$ cat config.mk
export PLATFORM = sky130hd
export DESIGN_NAME = dac_serial_tx
export DESIGN_NICKNAME = d
export VERILOG_FILES = /design/src/rtl/dac_serial_tx.sv
export SDC_FILE = /design/constraint.sdc
export NUM_CORES = 1
export LEC_CHECK = 0
export CAP_MARGIN = 40
export CORE_MARGIN = 2
export CORE_UTILIZATION = 40
export DETAILED_ROUTE_END_ITERATION = 10
export GPL_TIMING_DRIVEN = 0
export HOLD_SLACK_MARGIN = 0.05
export PLACE_DENSITY = 0.63
export SYNTH_ARGS = -nofsm -noshare
export SYNTH_HDL_FRONTEND = slang
export SYNTH_SLANG_ARGS = --single-unit
$ cat constraint.sdc
create_clock -name clk -period 2.5 [get_ports clk]
set_clock_uncertainty 0.15 [all_clocks]
set_input_delay 0.5 -clock clk [delete_from_list [all_inputs] [get_ports clk]]
set_output_delay 0.5 -clock clk [all_outputs]
set_load 0.02 [all_outputs]
$ cat src/rtl/dac_serial_tx.sv
`default_nettype none
// ============================================================================
// Module      : dac_serial_tx
// Description : Serial transmitter for a 16-bit-frame DAC. Each accepted
//               18-bit signed sample is rounded to 12 bits, saturated, and
//               stored in offset binary in a one-entry holding buffer. The
//               word {CTRL, data} is shifted out MSB first while sync_n is
//               low. sclk idles high, and sdo changes only on its rising
//               edge, so the DAC samples on the falling edge. A 2*CLK_DIV
//               gap separates frames.
// Ports       : clk        - system clock, rising edge
//               rst        - asynchronous reset, active low
//               sample     - signed 18-bit input sample
//               in_valid   - sample is valid
//               in_ready   - holding buffer is empty
//               sclk       - DAC serial clock (idles high)
//               sync_n     - frame enable, active low
//               sdo        - serial data, MSB first
//               busy       - frame in progress (SHIFT or GAP)
//               frame_done - one-cycle pulse after the 16th bit
// Revision    : 1.0 - initial release
// ============================================================================
module dac_serial_tx #(
    parameter int         CLK_DIV = 4,
    parameter logic [3:0] CTRL    = 4'b0000
) (
    input  logic        clk,
    input  logic        rst,
    input  logic [17:0] sample,
    input  logic        in_valid,
    output logic        in_ready,
    output logic        sclk,
    output logic        sync_n,
    output logic        sdo,
    output logic        busy,
    output logic        frame_done
);

    localparam logic [7:0] DIV_LAST = 8'(CLK_DIV - 1);

    typedef enum logic [1:0] {
        IDLE  = 2'd0,
        SHIFT = 2'd1,
        GAP   = 2'd2
    } state_e;

    state_e      state_q,      state_d;
    logic        buf_full_q,   buf_full_d;
    logic [11:0] buf_q,        buf_d;
    logic [15:0] shifter_q,    shifter_d;
    logic [7:0]  div_q,        div_d;
    logic [3:0]  bit_cnt_q,    bit_cnt_d;
    logic        sclk_q,       sclk_d;
    logic        sync_n_q,     sync_n_d;
    logic        sdo_q,        sdo_d;
    logic        frame_done_q, frame_done_d;

    logic signed [12:0] rnd;
    logic               sat;
    logic [11:0]        conv;
    logic               tick;
    logic               accept;
    logic               load;
    logic               unused_lsbs;

    // Round half-up on bit 5. Only positive overflow is possible
    // (2047 + 1), which shows up as bits [12:11] == 2'b01.
    assign rnd  = $signed({sample[17], sample[17:6]}) + $signed({12'b0, sample[5]});
    assign sat  = ~rnd[12] & rnd[11];
    assign conv = sat ? 12'hFFF : (rnd[11:0] ^ 12'h800);
    assign unused_lsbs = ^sample[4:0];

    assign tick   = (div_q == DIV_LAST);
    assign accept = in_valid & ~buf_full_q;
    // A buffered sample starts a frame either from IDLE or directly at the
    // end of GAP, so back-to-back frames have no idle cycle between them.
    assign load   = buf_full_q & ((state_q == IDLE) |
                                  ((state_q == GAP) & tick & bit_cnt_q[0]));

    always_comb begin
        state_d      = state_q;
        buf_full_d   = buf_full_q;
        buf_d        = buf_q;
        shifter_d    = shifter_q;
        div_d        = (state_q == IDLE) ? 8'd0 : (tick ? 8'd0 : div_q + 8'd1);
        bit_cnt_d    = bit_cnt_q;
        sclk_d       = sclk_q;
        sync_n_d     = sync_n_q;
        sdo_d        = sdo_q;
        frame_done_d = 1'b0;

        case (state_q)
            SHIFT: begin
                if (tick) begin
                    if (sclk_q) begin
                        sclk_d = 1'b0;
                    end else if (bit_cnt_q == 4'd15) begin
                        sclk_d       = 1'b1;
                        sync_n_d     = 1'b1;
                        sdo_d        = 1'b0;
                        frame_done_d = 1'b1;
                        bit_cnt_d    = 4'd0;
                        state_d      = GAP;
                    end else begin
                        sclk_d    = 1'b1;
                        bit_cnt_d = bit_cnt_q + 4'd1;
                        shifter_d = {shifter_q[14:0], 1'b0};
                        sdo_d     = shifter_q[14];
                    end
                end
            end
            GAP: begin
                // Two divider wraps make up the gap; bit_cnt[0] marks the first.
                if (tick) begin
                    if (bit_cnt_q[0]) begin
                        bit_cnt_d = 4'd0;
                        state_d   = IDLE;
                    end else begin
                        bit_cnt_d = 4'd1;
                    end
                end
            end
            default: begin
            end
        endcase

        if (load) begin
            shifter_d  = {CTRL, buf_q};
            sdo_d      = CTRL[3];
            sync_n_d   = 1'b0;
            sclk_d     = 1'b1;
            div_d      = 8'd0;
            bit_cnt_d  = 4'd0;
            buf_full_d = 1'b0;
            state_d    = SHIFT;
        end

        if (accept) begin
            buf_full_d = 1'b1;
            buf_d      = conv;
        end
    end

    always_ff @(posedge clk or negedge rst) begin
        if (!rst) begin
            state_q      <= IDLE;
            buf_full_q   <= 1'b0;
            buf_q        <= 12'd0;
            shifter_q    <= 16'd0;
            div_q        <= 8'd0;
            bit_cnt_q    <= 4'd0;
            sclk_q       <= 1'b1;
            sync_n_q     <= 1'b1;
            sdo_q        <= 1'b0;
            frame_done_q <= 1'b0;
        end else begin
            state_q      <= state_d;
            buf_full_q   <= buf_full_d;
            buf_q        <= buf_d;
            shifter_q    <= shifter_d;
            div_q        <= div_d;
            bit_cnt_q    <= bit_cnt_d;
            sclk_q       <= sclk_d;
            sync_n_q     <= sync_n_d;
            sdo_q        <= sdo_d;
            frame_done_q <= frame_done_d;
        end
    end

    assign in_ready   = ~buf_full_q;
    assign sclk       = sclk_q;
    assign sync_n     = sync_n_q;
    assign sdo        = sdo_q;
    assign busy       = (state_q != IDLE);
    assign frame_done = frame_done_q;

endmodule
`default_nettype wire

==> Flow_metrics.wiki, run 1 <==
{| class="wikitable"
! Metric !! Value
|-
| Worst setup EP type || flop
|-
| Worst hold path stage count || 1
|-
| Worst-case clock buffer depth || 2
|-
| Max IR drop VDD || 297 uV
|-
| Total congestion overflow || 0
|-
| Post-Route WL || 4440 um
|-
| Most used standard cells in the synthesized netlist || sky130_fd_sc_hd__dfrtp_1 (44), sky130_fd_sc_hd__nor2_1 (29), sky130_fd_sc_hd__a21oi_1 (14)
|-
| Clock period minus worst slack || ~2.3 ns
|-
| Part of the total power dissipated in sequential elements || approximately 49%
|-
| Data arrival time at the worst-slack endpoint || 2.30 ns
|-
| Syn nets || 243
|-
| Detail Placement HPWL || 3210 um
|-
| Floorplan die area || approximately 6300 sq um
|-
| Met1 Wirelength || 2150 um
|-
| Register area share after synthesis || roughly 50%
|-
| Final-report setup violation count || 0
|-
| Area of the multi-input gates || between 1000 and 1500 sq um
|-
| Die width || a little under 80 um
|-
| Antenna diode count || 0
|-
| Drt pass-1 iters || 5
|-
| Cell type with the highest aggregate area in the netlist || sky130_fd_sc_hd__dfrtp_1
|-
| Total track usage || 15.4%
|-
| TritonCTS clock tree || yes
|-
| Cell internal pwr || ~0.0017 W
|-
| Launch instance of the worst min-delay path || shifter_q[13]
|-
| Flip-flop and latch count after synthesis || 46
|-
| Crit share post-route || between 90% and 100%
|-
| Switching fraction of total power || 32.6%
|-
| Cell with the most instances after synthesis || sky130_fd_sc_hd__dfrtp_1
|-
| Antenna viol nets, final || 0
|-
| Main combinational cell family by area after synthesis || simple AND/OR/NAND/NOR gates
|-
| Fraction of registers with async set/reset || 100%
|-
| Worst reg2reg endpoint || shifter_q[9]
|-
| Setup repair after global routing missed its margin || false
|-
| Run status || completed
|-
| Starting density of the core || 41.3%
|-
| Xor/xnor share of the synthesized area || 5.01%
|-
| Placeable Area || 5510 sq um
|-
| Number of port buffers || 21
|-
| Worst-margin pin slew || 0.806 ns
|-
| Syn-to-layout area delta || 19.1%
|-
| Post-DR wirelength/cell || 13.8 um
|-
| Number of maximum-capacitance constraint violations || 0
|-
| Floorplan die height || between 70 and 80 um
|-
| Synth Area in Compound Gates || between 10% and 20%
|-
| Type of the most critical hold path || flop to flop
|-
| Clock share of power || between 20% and 30%
|-
| Required time of the critical path || 2.48 ns
|-
| Unique masters post-synth || 44
|-
| Number of global-route vias before repair || 1589
|-
| Insertion delay of the later-clocked pin in the worst-skew pair || 0.29 ns
|-
| P_sw || a little over 0.0008 W
|-
| Final number of hold-violating endpoints || 0
|-
| Fmax achieved || 431 MHz
|-
| Post-route setup slack || 0.181 ns
|-
| Primary flip-flop cell chosen by synthesis mapping || sky130_fd_sc_hd__dfrtp_1
|-
| Total number of placement rows || 27
|-
| Clock-pin slew on the worst setup and hold paths || 0.08 ns
|-
| Fraction of layout instances using a drive strength above 1 || about 16%
|-
| Final max-slew violation count || 0
|-
| Total of cells resized after clock tree synthesis || 0
|-
| Routed via count divided by cell count || 5.35
|-
| Remaining routing DRC violations || 0
|-
| Number of H-tree levels || 2
|-
| Number of synthesis warnings || 0
|-
| Layout net count || ~270
|-
| Simple-gate area share of the yosys netlist || 20.8%
|-
| Total number of vias || 1716
|-
| Mean Syn Cell Area || 10.4 sq um
|-
| Number of DRC markers after the initial detailed-route iteration || 98
|-
| Total length of routed met2 wires || 2040 um
|-
| Clock buffer count from CTS || 5
|-
| Io pins || 27
|-
| Fin Setup TNS || 0 ns
|-
| Total power per unit cell area || around 930 nW/um^2
|-
| Total leakage power || roughly 1.1 nW
|-
| Share of the core filled with cells in the final layout || 49.1%
|-
| # fillers || roughly 530
|-
| Gate count of the mapped netlist || 218
|-
| Combinational cell fraction of total power || 29.8%
|-
| Synth Area in Adders || 2.20%
|-
| Biggest area contributors in the synthesized netlist || sky130_fd_sc_hd__dfrtp_1 (48%), sky130_fd_sc_hd__o221a_2 (5.5%), sky130_fd_sc_hd__nor2_1 (4.8%)
|-
| DR top layer || met4
|-
| Number of sinks handled by clock tree synthesis || between 40 and 50
|-
| Largest fanout on the critical path || 10
|-
| Worst Setup Slack post-DPL || -0.124 ns
|-
| Worst Reg-to-Reg Cells || 7
|-
| Routed wl met3 || between 200 and 250 um
|-
| GPL Wtd Cong || 0.807
|-
| Number of enable-type register cells in the synthesized netlist || 0
|-
| Netlist Area Pre-Place || between 2000 and 2500 sq um
|-
| Sink of the worst hold path || shifter_q[14]
|-
| Pin count of the biggest net entering global routing || 34
|-
| Proportion of synthesized area in mux cells || less than 1%
|-
| Fin area || 2710 sq um
|-
| Category of the critical setup timing path || input pin to flop
|-
| Startpoint kind of the worst setup timing path || input pin
|-
| Cell Area, Placed || 2590 sq um
|-
| R2R setup slack || approximately 0.25 ns
|-
| Proportion of netlist area held by the largest area contributor || ~48%
|-
| Storage element area || 1150 sq um
|-
| Final-layout worst hold slack || 0.328 ns
|-
| Number of antenna violations at the first check in global routing || 0
|-
| Slew HR || 46.2%
|-
| First-pass GRT wire length || 7590 um
|-
| Clock Tree Root || sky130_fd_sc_hd__clkbuf_8
|-
| Crit Reg-Reg Startpoint || div_q[0]
|}
[state kept, by name, indices dropped and copies added, names as in the netlist]
signal / flops
shifter_q: 15
buf_full_q: 1
buf_q: 12
sync_n: 1
sclk: 1
frame_done: 1
bit_cnt_q: 4
sdo: 1
state_q: 2
div_q: 8
[area by class of cell]
class / instances / area share, %
sequential: 46 / 42.6
multi-input combinational: 157 / 38.2
timing repair buffer: 23 / 8.69
tap: 72 / 3.33
clock buffer: 5 / 2.54
buffer: 8 / 2.13
clock inverter: 3 / 1.48
inverter: 7 / 0.971
[cell usage in the layout, fill, tap and decap left out, types with 2 or more instances in the layout]
master                            Yosys  layout
sky130_fd_sc_hd__nor3_1               2       2
sky130_fd_sc_hd__buf_4                3       3
sky130_fd_sc_hd__nand3_1              9       9
sky130_fd_sc_hd__nor2b_1              2       2
sky130_fd_sc_hd__clkdlybuf4s50_1      0      20
sky130_fd_sc_hd__nand2_1             13      13
sky130_fd_sc_hd__o221a_2             11      11
sky130_fd_sc_hd__clkbuf_8             0       5
sky130_fd_sc_hd__clkbuf_1             2       2
sky130_fd_sc_hd__or3_1                9       9
sky130_fd_sc_hd__nor3b_2              2       2
sky130_fd_sc_hd__dfrtp_1             44      44
sky130_fd_sc_hd__nand2b_1             2       2
sky130_fd_sc_hd__dfstp_2              2       2
sky130_fd_sc_hd__inv_1                7       7
sky130_fd_sc_hd__or3_2                2       2
sky130_fd_sc_hd__a21oi_1             14      14
sky130_fd_sc_hd__nand3b_1             2       2
sky130_fd_sc_hd__o21ai_0              8       8
sky130_fd_sc_hd__o2bb2ai_1            3       3
sky130_fd_sc_hd__buf_6                2       2
sky130_fd_sc_hd__nor2_1              29      29
sky130_fd_sc_hd__o31ai_1              2       2
sky130_fd_sc_hd__and3_2               3       3
sky130_fd_sc_hd__xnor2_1              6       6
sky130_fd_sc_hd__ha_1                 4       4
sky130_fd_sc_hd__xor2_1               7       7
sky130_fd_sc_hd__mux2i_1              2       2
sky130_fd_sc_hd__nand4_1              2       2
sky130_fd_sc_hd__clkinv_2             0       2
sky130_fd_sc_hd__and3_1               6       6
sky130_fd_sc_hd__a31oi_1              3       3
[power by group through the flow]
stage | clock [W] | combinational (W) | sequential [W]
global route | 0.000596 | 0.000849 | 0.00127
global placement | 0 | 0.000740 | 0.00124
floorplan | 0 | 0.000559 | 0.00119
CTS | 0.000559 | 0.000760 | 0.00123
detailed placement | 0 | 0.000758 | 0.00124
finish | 0.000542 | 0.000751 | 0.00123
[cells by family (layout without fill, tap and decap cells)]
family,count (synthesis),in the layout
AOI/OAI and AO/OA,50,50
xor gates and xnor gates,13,13
DFF,46,46
adders and majority gates,4,4
muxes,2,2
buffers and inverters,15,46
and+or+nand+nor,88,88
[worst max-delay path: stages]
cell and delay [ns]:
sky130_fd_sc_hd__clkdlybuf4s50_1 0.40, sky130_fd_sc_hd__ha_1 0.24, sky130_fd_sc_hd__ha_1 0.24, sky130_fd_sc_hd__nand2_1 0.08, sky130_fd_sc_hd__mux2i_1 0.07, sky130_fd_sc_hd__a21oi_1 0.63, sky130_fd_sc_hd__a22oi_1 0.14
[worst max path at each step]
stage                          from           end  slack, ns  cells after the start
after floorplan            div_q[0]  shifter_q[5]       0.54                      7
after CTS                 sample[5]      buf_q[0]       0.19                      7
after detailed placement  sample[5]      buf_q[0]      -0.12                      7
after global routing      sample[5]      buf_q[3]       0.07                      7
final                     sample[5]      buf_q[0]       0.18                      7
after global placement          rst      buf_q[0]      -0.48                      1
[per-stage QoR]
| stage | power (W) | cells |
|---|---|---|
| after floorplan | 0.00175 | 218 |
| after global placement | 0.00198 | 311 |
| after detailed placement | 0.00200 | 312 |
| after CTS | 0.00255 | 321 |
| after global routing | 0.00271 | 321 |
| final | 0.00252 | 321 |
[layer usage]
layer | vias up | global-route usage, %
li1 | 850 | -
met1 | 813 | 20.7
met2 | 49 | 24.9
met3 | 4 | 4.07
met4 | 0 | 3.62
met5 | - | 0
[timing repair]
| item | in CTS | in global routing |
|---|---|---|
| buffers inserted | 0 | 0 |
| endpoints found under the hold margin | 11 | 0 |
| setup endpoints to repair | 0 | 0 |
| hold buffers | 1 | 0 |
Power figures use the tool's default switching activity.
==> run 2, diff against run 1 <==
- ABC_AREA: unset -> 1
- CELL_PAD_IN_SITES_DETAIL_PLACEMENT: unset -> 1
- CELL_PAD_IN_SITES_GLOBAL_PLACEMENT: unset -> 2
- CORE_UTILIZATION: 40 -> 33
- PLACE_DENSITY: 0.63 -> 0.82
==> Flow_metrics.wiki, run 2 <==
{| class="wikitable"
! Metric !! Value
|-
| Largest registers || shifter_q (15), buf_q (12), div_q (8)
|-
| Register area share after synthesis || 47.1% (-3.7 points)
|-
| Pin count of the biggest net entering global routing || 37 (+8.8%)
|-
| # fillers || 908 (+70%)
|-
| Io pins || 27 (unchanged)
|-
| Fraction of layout instances using a drive strength above 1 || 12.5% (-3.2 points)
|-
| Total number of vias || 2081 (+21%)
|-
| Worst stage delay on the critical path || 0.64 ns (about the same)
|-
| Post-DR wirelength/cell || 13.2 um (-4.8%)
|-
| Final-report setup violation count || 0 (unchanged)
|-
| GPL Wtd Cong || 0.790 (-2.2%)
|-
| Fin area || 2920 sq um (+8.0%)
|-
| Mean Syn Cell Area || 8.01 sq um (-23%)
|-
| Number of sinks handled by clock tree synthesis || 46 (unchanged)
|-
| Flip-flop count of the largest register after layout || 15 (unchanged)
|-
| Startpoint kind of the worst setup timing path || flop
|-
| Storage element area || 1150 sq um (unchanged)
|-
| Detail Placement HPWL || 4440 um (+38%)
|-
| Most frequent cells in the layout || sky130_fd_sc_hd__nand2_1 (53), sky130_fd_sc_hd__nand3_1 (53), sky130_fd_sc_hd__dfrtp_1 (44)
|-
| Insertion delay of the later-clocked pin in the worst-skew pair || 0.30 ns (about the same)
|-
| Worst-margin pin slew || 0.436 ns (-0.370 ns)
|-
| Post-Route WL || 5740 um (+29%)
|-
| Final-layout worst hold slack || 0.319 ns (-0.00857 ns)
|-
| Cell Area, Placed || 2800 sq um (+8.2%)
|-
| Number of enable-type register cells in the synthesized netlist || 0 (unchanged)
|-
| Antenna viol nets, final || 0 (unchanged)
|-
| Fmax achieved || 432 MHz (+0.25%)
|-
| Most used standard cells in the synthesized netlist || sky130_fd_sc_hd__nand2_1 (53), sky130_fd_sc_hd__nand3_1 (53), sky130_fd_sc_hd__dfrtp_1 (44)
|-
| Clock Tree Root || sky130_fd_sc_hd__clkbuf_8
|-
| TritonCTS clock tree || yes
|-
| Category of the critical setup timing path || flop to output pin
|-
| Die width || 90.2 um (+14%)
|-
| Total leakage power || 1.39 nW (+23%)
|-
| Required time of the critical path || 1.85 ns (-0.63 ns)
|-
| Syn-to-layout area delta || 19.4%
|-
| Syn nets || 331 (+36%)
|-
| Largest fanout on the critical path || 5 (-5)
|-
| Gate count of the mapped netlist || 306 (+40%)
|-
| Fraction of registers with async set/reset || 100% (unchanged)
|-
| Worst Setup Slack post-DPL || -0.0287 ns (+0.0956 ns)
|-
| Register with the highest flop count || shifter_q
|-
| Worst setup EP type || output pin
|-
| Post-CTS setup buffers || 0 (unchanged)
|-
| Primary flip-flop cell chosen by synthesis mapping || sky130_fd_sc_hd__dfrtp_1
|-
| Floorplan die height || 90.2 um (+14%)
|-
| Total power per unit cell area || 544 nW/um^2 (-42%)
|-
| Placed insts || 427 (+37%)
|-
| Drt pass-1 iters || 4 (-1)
|-
| Layout net count || 361 (+32%)
|-
| Antenna diode count || 0 (unchanged)
|-
| First-pass GRT wire length || 10300 um (+36%)
|-
| Placeable Area || 7210 sq um (+31%)
|-
| Number of H-tree levels || 2 (unchanged)
|-
| Proportion of netlist area held by the largest area contributor || 44.9% (-3.5 points)
|-
| Setup repair after global routing missed its margin || false
|-
| Type of the most critical hold path || flop to flop
|-
| Worst-case clock buffer depth || 2 (unchanged)
|-
| Crit share post-route || 92.5% (-0.23 points)
|-
| Starting density of the core || 34.0% (-7.3 points)
|-
| Flip-flop and latch count after synthesis || 46 (unchanged)
|-
| Number of global-route vias before repair || 2206 (+39%)
|-
| Number of antenna violations at the first check in global routing || 0 (unchanged)
|-
| Netlist Area Pre-Place || 2450 sq um (+7.8%)
|-
| Total number of placement rows || 31 (+15%)
|-
| Share of the core filled with cells in the final layout || 40.5% (-8.6 points)
|-
| Unique masters post-synth || 33 (-25%)
|-
| Biggest area contributors in the synthesized netlist || sky130_fd_sc_hd__dfrtp_1 (45%), sky130_fd_sc_hd__nand3_1 (11%), sky130_fd_sc_hd__nand2_1 (8.1%)
|-
| Remaining routing DRC violations || 0 (unchanged)
|-
| Final max-slew violation count || 0 (unchanged)
|-
| Final number of hold-violating endpoints || 0 (unchanged)
|-
| Slowest cell on the critical path || sky130_fd_sc_hd__clkdlybuf4s50_1
|-
| Post-route setup slack || 0.187 ns (+0.00568 ns)
|-
| Data arrival time at the worst-slack endpoint || 1.66 ns (-0.64 ns)
|-
| Run status || completed
|-
| Number of DRC markers after the initial detailed-route iteration || 114 (+16%)
|-
| Cell Chain, Critical Path || nor2_4, inv_1, clkdlybuf4s50_1
|-
| Routed via count divided by cell count || 4.77 (-11%)
|-
| Number of port buffers || 21 (unchanged)
|-
| Number of maximum-capacitance constraint violations || 0 (unchanged)
|-
| Floorplan die area || 8130 sq um (+29%)
|-
| Clock-pin slew on the worst setup and hold paths || 0.09 ns (about the same)
|-
| Clock period minus worst slack || 2.31 ns (-0.00567 ns)
|-
| Total congestion overflow || 0 (unchanged)
|-
| Count of non-filler cells in the finished layout || 436 (+36%)
|-
| Area of the multi-input gates || 1120 sq um (+8.0%)
|-
| Clock buffer count from CTS || 5 (unchanged)
|-
| Max IR drop VDD || 208 uV (-30%)
|-
| Total track usage || 15.3% (-0.078 points)
|-
| Cell type with the highest aggregate area in the netlist || sky130_fd_sc_hd__dfrtp_1
|-
| Slew HR || 70.8% (+25 points)
|-
| Number of synthesis warnings || 0 (unchanged)
|}
-- run 2: cell types whose count changed after synthesis, sizes merged, moves of 8 or more --
| cell | before | now |
|---|---|---|
| and3 | 9 | 1 |
| or3 | 11 | 0 |
| nor2 | 29 | 45 |
| inv | 7 | 34 |
| nand3 | 9 | 54 |
| o221a | 11 | 0 |
| nand2 | 13 | 60 |
-- run 2: timing repair --
| action | in CTS | in global routing |
|---|---|---|
| endpoints found under the hold margin | 8 | 0 |
| hold buffers | 1 | 0 |
| resized for setup | 0 | 1 |
| endpoints found under the setup margin | 0 | 1 |
-- run 2: worst paths after layout --
| kind | to | slack [ns] | start | depth (start not counted) |
|---|---|---|---|---|
| worst min-delay path | div_q[0] | 0.32 | div_q[0] | 1 |
| worst min register to register | div_q[0] | 0.32 | div_q[0] | 1 |
| min in group asynchronous | div_q[6] | 0.47 | rst | 2 |
| worst max register to register | shifter_q[4] | 0.65 | bit_cnt_q[0] | 8 |
| worst max-delay path | busy | 0.19 | state_q[1] | 3 |
| max in group asynchronous | buf_q[2] | 1.23 | rst | 3 |
-- run 2: logic make-up (layout without fill, tap and decap cells) --
group                    after synthesis  in the layout  share of synthesized area (%)
adder cells (fa/ha/maj)                4              4                           2.04
XOR/XNOR                               8              8                           2.86
flip-flops                            46             46                           47.1
AO/OA/AOI/OAI                         34             34                           7.81
buffers and inverters                 43             74                           7.51
AND/OR/NAND/NOR                      171            171                           32.7
-- run 2: cell type report --
class	instances	area share (%)
Sequential cell	46	39.5
Multi-Input combinational cell	217	38.2
Timing Repair Buffer	23	8.04
Inverter	34	4.36
Tap cell	99	4.24
Clock buffer	6	2.48
Buffer	9	1.93
Clock inverter	2	1.28
-- run 2: where the power goes --
group	leakage (nW)	internal, W	switching [W]
clock	0.0514	0.000299	0.000255
sequential	0.558	0.000820	0.0000424
combinational	0.783	0.0000805	0.0000933
total	1.39	0.00120	0.000391
-- run 2: worst max-delay path, delay by kind of cell, from the launching register on --
| kind | cells | cell delay, ns |
|---|---|---|
| flip-flops | 1 | 0.49 |
| buffers and inverters | 2 | 0.78 |
| AND/OR/NAND/NOR | 1 | 0.09 |
-- run 2: through the flow --
step	setup TNS, ns	power (W)
global placement	-25.73	0.00104
detailed placement	-0.0796	0.00105
finish	0	0.00159
CTS	0	0.00162
floorplan	0	0.000969
global route	0	0.00168
-- run 2: per-layer routing --
metal	part of all wire, %	vias to the layer above	GRT usage (%)
li1	-	1056	-
met5	0	-	0
met1	49	989	20.3
met4	1.9	0	5.77
met3	1.9	9	1.76
met2	47	27	25.8
==> patch 1, RTL diff (flow settings as in run 2) <==
Take the reset off `buf_q` and `shifter_q` and load them in a clocked block of their own.
--- a/src/rtl/dac_serial_tx.sv
+++ b/src/rtl/dac_serial_tx.sv
@@ -147,4 +147,2 @@
             buf_full_q   <= 1'b0;
-            buf_q        <= 12'd0;
-            shifter_q    <= 16'd0;
             div_q        <= 8'd0;
@@ -158,4 +156,2 @@
             buf_full_q   <= buf_full_d;
-            buf_q        <= buf_d;
-            shifter_q    <= shifter_d;
             div_q        <= div_d;
@@ -167,2 +163,7 @@
         end
+    end
+
+    always_ff @(posedge clk) begin
+        buf_q     <= buf_d;
+        shifter_q <= shifter_d;
     end
Formal check against the unedited RTL: same outputs for any inputs over 10 cycles, from zero or initial values and one cycle with rst low; that may be too few to reach the edited logic, so the function may still have changed.
==> patch 1 against run 2 <==
  * Sequential cell count unchanged
  * Worst setup slack got worse by 0.093 ns
  * Wire length decreased by 19%
  * Die area decreased by 3.9%
  * Area after synthesis decreased by 4.0%
  * Sequential share of layout area increased by 5.8 points
  * Non-clock buffer count decreased by 5
  * Final area decreased by 4.9%
  * Via count decreased by 14%
  * Largest cell class unchanged
  * Highest routed layer unchanged
Power is not compared: it rests on default switching activity, and its combinational part moved more than twofold at a synthesized area within 25%.
==> patch 1: results (changes against run 2) <==
[synthesis] most used flip-flop cell after synthesis sky130_fd_sc_hd__edfxtp_1
[synthesis] count of cell types in the netlist 29 [-12%]
[synthesis] syn nets 293 [-11%]
[layout] Finished Cell Area 2780 sq um [-4.9%]
[routing] via density per instance 4.55 [-4.6%]
[place] final weighted congestion in routability-driven placement 0.778 [-1.5%]
[synthesis] xor and xnor area share after synthesis 4.47% [+1.6 points]
[layout] Non-clock buffers 27 [-16%]
[layout] comb_multi_in 185 [-15%]
[outcome] status finished, final reports clean
[synthesis] most frequent cells after synthesis sky130_fd_sc_hd__nand2_1, sky130_fd_sc_hd__inv_1, sky130_fd_sc_hd__nand3_1, sky130_fd_sc_hd__nor2_1, sky130_fd_sc_hd__edfxtp_1
[synthesis] number of instances in the synthesized netlist 268 [-12%]
[global_route] wire length of the first global-routing pass 8.09 mm [-22%]
[synthesis] synth top area cells sky130_fd_sc_hd__edfxtp_1, sky130_fd_sc_hd__dfrtp_1, sky130_fd_sc_hd__nand2_1
[critical_path] Register-to-Register Setup Slack 0.26 ns [-0.39 ns]
[sta] relative slew slack 38.5% [-32 points]
[clock_tree] number of clock buffers inserted by TritonCTS 5 [unchanged]
[global_route] GRT met3 Usage 2.52% [+0.76 points]
[synthesis] async set or reset register ratio after synthesis 41.3% [-59 points]
[global_route] met1 usage in global routing 17.4% [-2.9 points]
[critical_path] largest stage delay on the critical path 0.57 ns [-0.07 ns]
[routing] post-detailed-routing wire length 4.63 mm [-19%]
[synthesis] number of synthesized flops with an enable pin 24 [+24]
[synthesis] sequential-to-total area share from yosys stat 53.5% [+6.5 points]
[layout] combined area of the multi-input logic cells 928 sq um [-17%]
[layout] Post-layout nets 322 [-11%]
[routing] post-detailed-route wirelength per cell 11.8 um [-11%]
[place] Placed Instance Area 2700 sq um [-3.7%]
[critical_path] critical register-to-register path startpoint div_q[0]
[global_route] maximum number of pins on one net before global-route repair 14 [-62%]
[global_route] global-route usage over all layers 13.4% [-1.9 points]
[layout] area fraction of clock buffers and clock inverters 2.93% [-0.84 points]
[layout] count of non-CTS inverters in the layout 32 [-5.9%]
[hold_path] worst min-delay path category in2async
[critical_path] worst endpoint data arrival time 1.76 ns [+0.10 ns]
[layout] Layout fillers 831 [-8.5%]
[sta] least setup slack across all paths after layout 0.0939 ns [-0.0930 ns]
[critical_path] Crit Path Max Fanout 10 [+5]
[synthesis] area share of fa/ha/maj cells after synthesis 2.13% [+0.086 points]
[synthesis] Synth Area in Compound Gates 3.78% [-4.0 points]
[layout] proportion of layout cells with a drive suffix above 1 7.38% [-5.1 points]
[global_route] Global Route met2 Usage 21.8% [-4.0 points]
[layout] area used by sequential logic in the layout 1260 sq um [+9.1%]
[place] setup slack after placement -0.138 ns [-0.109 ns]
[critical_path] worst reg2reg path endpoint shifter_q[3]
[sta] post-route worst hold slack 0.329 ns [+0.00915 ns]
[layout] buffering overhead 9.77% [-0.20 points]
[place] cell total after placement 386 [-9.6%]
[global_route] antenna violations before repair 0 [unchanged]
[place] HPWL after detailed placement 3.60 mm [-19%]
[global_route] number of global-route vias before repair 1790 [-19%]
[patch 1: changes by cell type in the layout (fill, tap and decap cells not counted), moves of 4 or more]
cell	run 2	this run
sky130_fd_sc_hd__a21oi_1	18	5
sky130_fd_sc_hd__a31oi_1	4	0
sky130_fd_sc_hd__buf_2	4	0
sky130_fd_sc_hd__dfrtp_1	44	17
sky130_fd_sc_hd__edfxtp_1	0	24
sky130_fd_sc_hd__inv_2	4	0
sky130_fd_sc_hd__nand2_1	53	80
sky130_fd_sc_hd__nand2_2	6	2
sky130_fd_sc_hd__nand3_1	53	25
sky130_fd_sc_hd__nand4_1	3	8
sky130_fd_sc_hd__nor2_1	38	25
[patch 1: per-layer routing]
metal	routed length (um)	part of all wire, %	vias up
met2	2130	46	31
met4	99	2.1	0
met1	2250	49	830
met3	143	3.1	7
li1	-	-	926
met5	0	0	-
[patch 1: where the power goes]
group                switching (mW)  internal [mW]
Clock                         0.245          0.193
Combinational                0.0309         0.0356
Sequential     0.000000000000000283          0.794
==> patch 2, RTL diff (config.mk and constraints of run 2) <==
Without the edit above. Encoding of `state_e`: now one-hot (3 bits for 3 states).
--- a/src/rtl/dac_serial_tx.sv
+++ b/src/rtl/dac_serial_tx.sv
@@ -40,6 +40,6 @@
 
-    typedef enum logic [1:0] {
-        IDLE  = 2'd0,
-        SHIFT = 2'd1,
-        GAP   = 2'd2
+    typedef enum logic [2:0] {
+        IDLE  = 3'b001,
+        SHIFT = 3'b010,
+        GAP   = 3'b100
     } state_e;
Behaviour: same outputs for any inputs over 10 cycles, from zero or initial values and one cycle with rst low; not proved beyond that.
==> patch 2 against run 2 <==
  * First-iteration DRC count decreased by 54%
  * Count of clock-buffer cells in the layout unchanged
  * Critical path depth decreased by 1
  * Wire length decreased by 4.2%
  * Hold slack improved by 0.021 ns
  * Critical path type unchanged
  * Worst setup slack got worse by 0.0015 ns
  * Largest cell class unchanged
  * Maximum frequency about the same
  * Final area increased by 0.81%
  * Cell count increased by 0.23%
  * Sequential cell count increased by 1
  * Area after synthesis increased by 2.1%
  * Highest routed layer unchanged
Power is not compared: it rests on default switching activity, and its combinational part moved more than twofold at a synthesized area within 25%.
==> patch 2: results (changes against run 2) <==
[layout] area used by sequential logic in the layout 1180 sq um [+2.3%]
[synthesis] post-synthesis sequential element count 47 [+2.2%]
[routing] Starting DRT DRC Count 53 [-54%]
[layout] proportion of layout cells with a drive suffix above 1 14.2% [+1.7 points]
[global_route] number of global-route vias before repair 2201 [-0.23%]
[layout] area fraction of clock buffers and clock inverters 2.97% [-0.79 points]
[critical_path] critical path startpoint state_q[0]
[hold_path] Worst Hold Path Cells 2 [+1]
[place] HPWL after detailed placement 4.30 mm [-3.2%]
[die] die extent in x 91.1 um [+1.0%]
[critical_path] worst reg2reg path endpoint shifter_q[7]
[routing] post-detailed-route wirelength per cell 12.6 um [-4.4%]
[global_route] Global Route met2 Usage 27.7% [+1.8 points]
[place] Placed Instance Area 2850 sq um [+1.8%]
[outcome] status finished, final reports clean
[global_route] wire length of the first global-routing pass 10.1 mm [-2.3%]
[synthesis] number of instances in the synthesized netlist 308 [+0.65%]
[routing] number of vias after detailed routing 2041 [-1.9%]
[global_route] met1 usage in global routing 17.6% [-2.7 points]
[synthesis] synth top area cells sky130_fd_sc_hd__dfrtp_1, sky130_fd_sc_hd__nor2_1, sky130_fd_sc_hd__nand2_1
[critical_path] Crit Path Max Fanout 6 [+1]
[synthesis] sequential-to-total area share from yosys stat 47.2% [+0.085 points]
[synthesis] Synth Area in Compound Gates 8.90% [+1.1 points]
[synthesis] area share of fa/ha/maj cells after synthesis 2.00% [-0.042 points]
[routing] routed length on met1 2.50 mm [-11%]
[layout] fraction of standard cell area in multi-input logic 39.2% [+1.0 points]
[routing] amount of wire on met2 after detailed routing 2.80 mm [+3.8%]
[layout] Layout fillers 917 [+0.99%]
[layout] comb_multi_in 223 [+2.8%]
[synthesis] most frequent cells after synthesis sky130_fd_sc_hd__nor2_1, sky130_fd_sc_hd__nand2_1, sky130_fd_sc_hd__dfrtp_1
[critical_path] Register-to-Register Setup Slack 0.56 ns [-0.09 ns]
==> patch 2: cell count changes in the layout (fill, tap and decap cells not counted), moves of 5 or more <==
cell,delta
sky130_fd_sc_hd__nand2_1,-6
sky130_fd_sc_hd__nor2_1,+38
sky130_fd_sc_hd__o21ai_0,+5
sky130_fd_sc_hd__nand3_1,-42
sky130_fd_sc_hd__nor3_1,+5
sky130_fd_sc_hd__nor3_2,+5
==> patch 2: how the worst min path moves through the flow <==
stage | from | end | slack (ns)
CTS | state_q[0] | state_q[0] | 0.34
detailed placement | rst | div_q[0] | 0.33
global route | state_q[0] | state_q[0] | 0.36
floorplan | rst | bit_cnt_q[0] | 0.05
global placement | state_q[0] | state_q[0] | 0.32
finish | state_q[0] | state_q[0] | 0.34
==> patch 2: critical path, stage by stage (launching register included) <==
cell and delay (ns):
sky130_fd_sc_hd__dfstp_2 0.56, sky130_fd_sc_hd__nand3_1 0.21, sky130_fd_sc_hd__clkdlybuf4s50_1 0.61
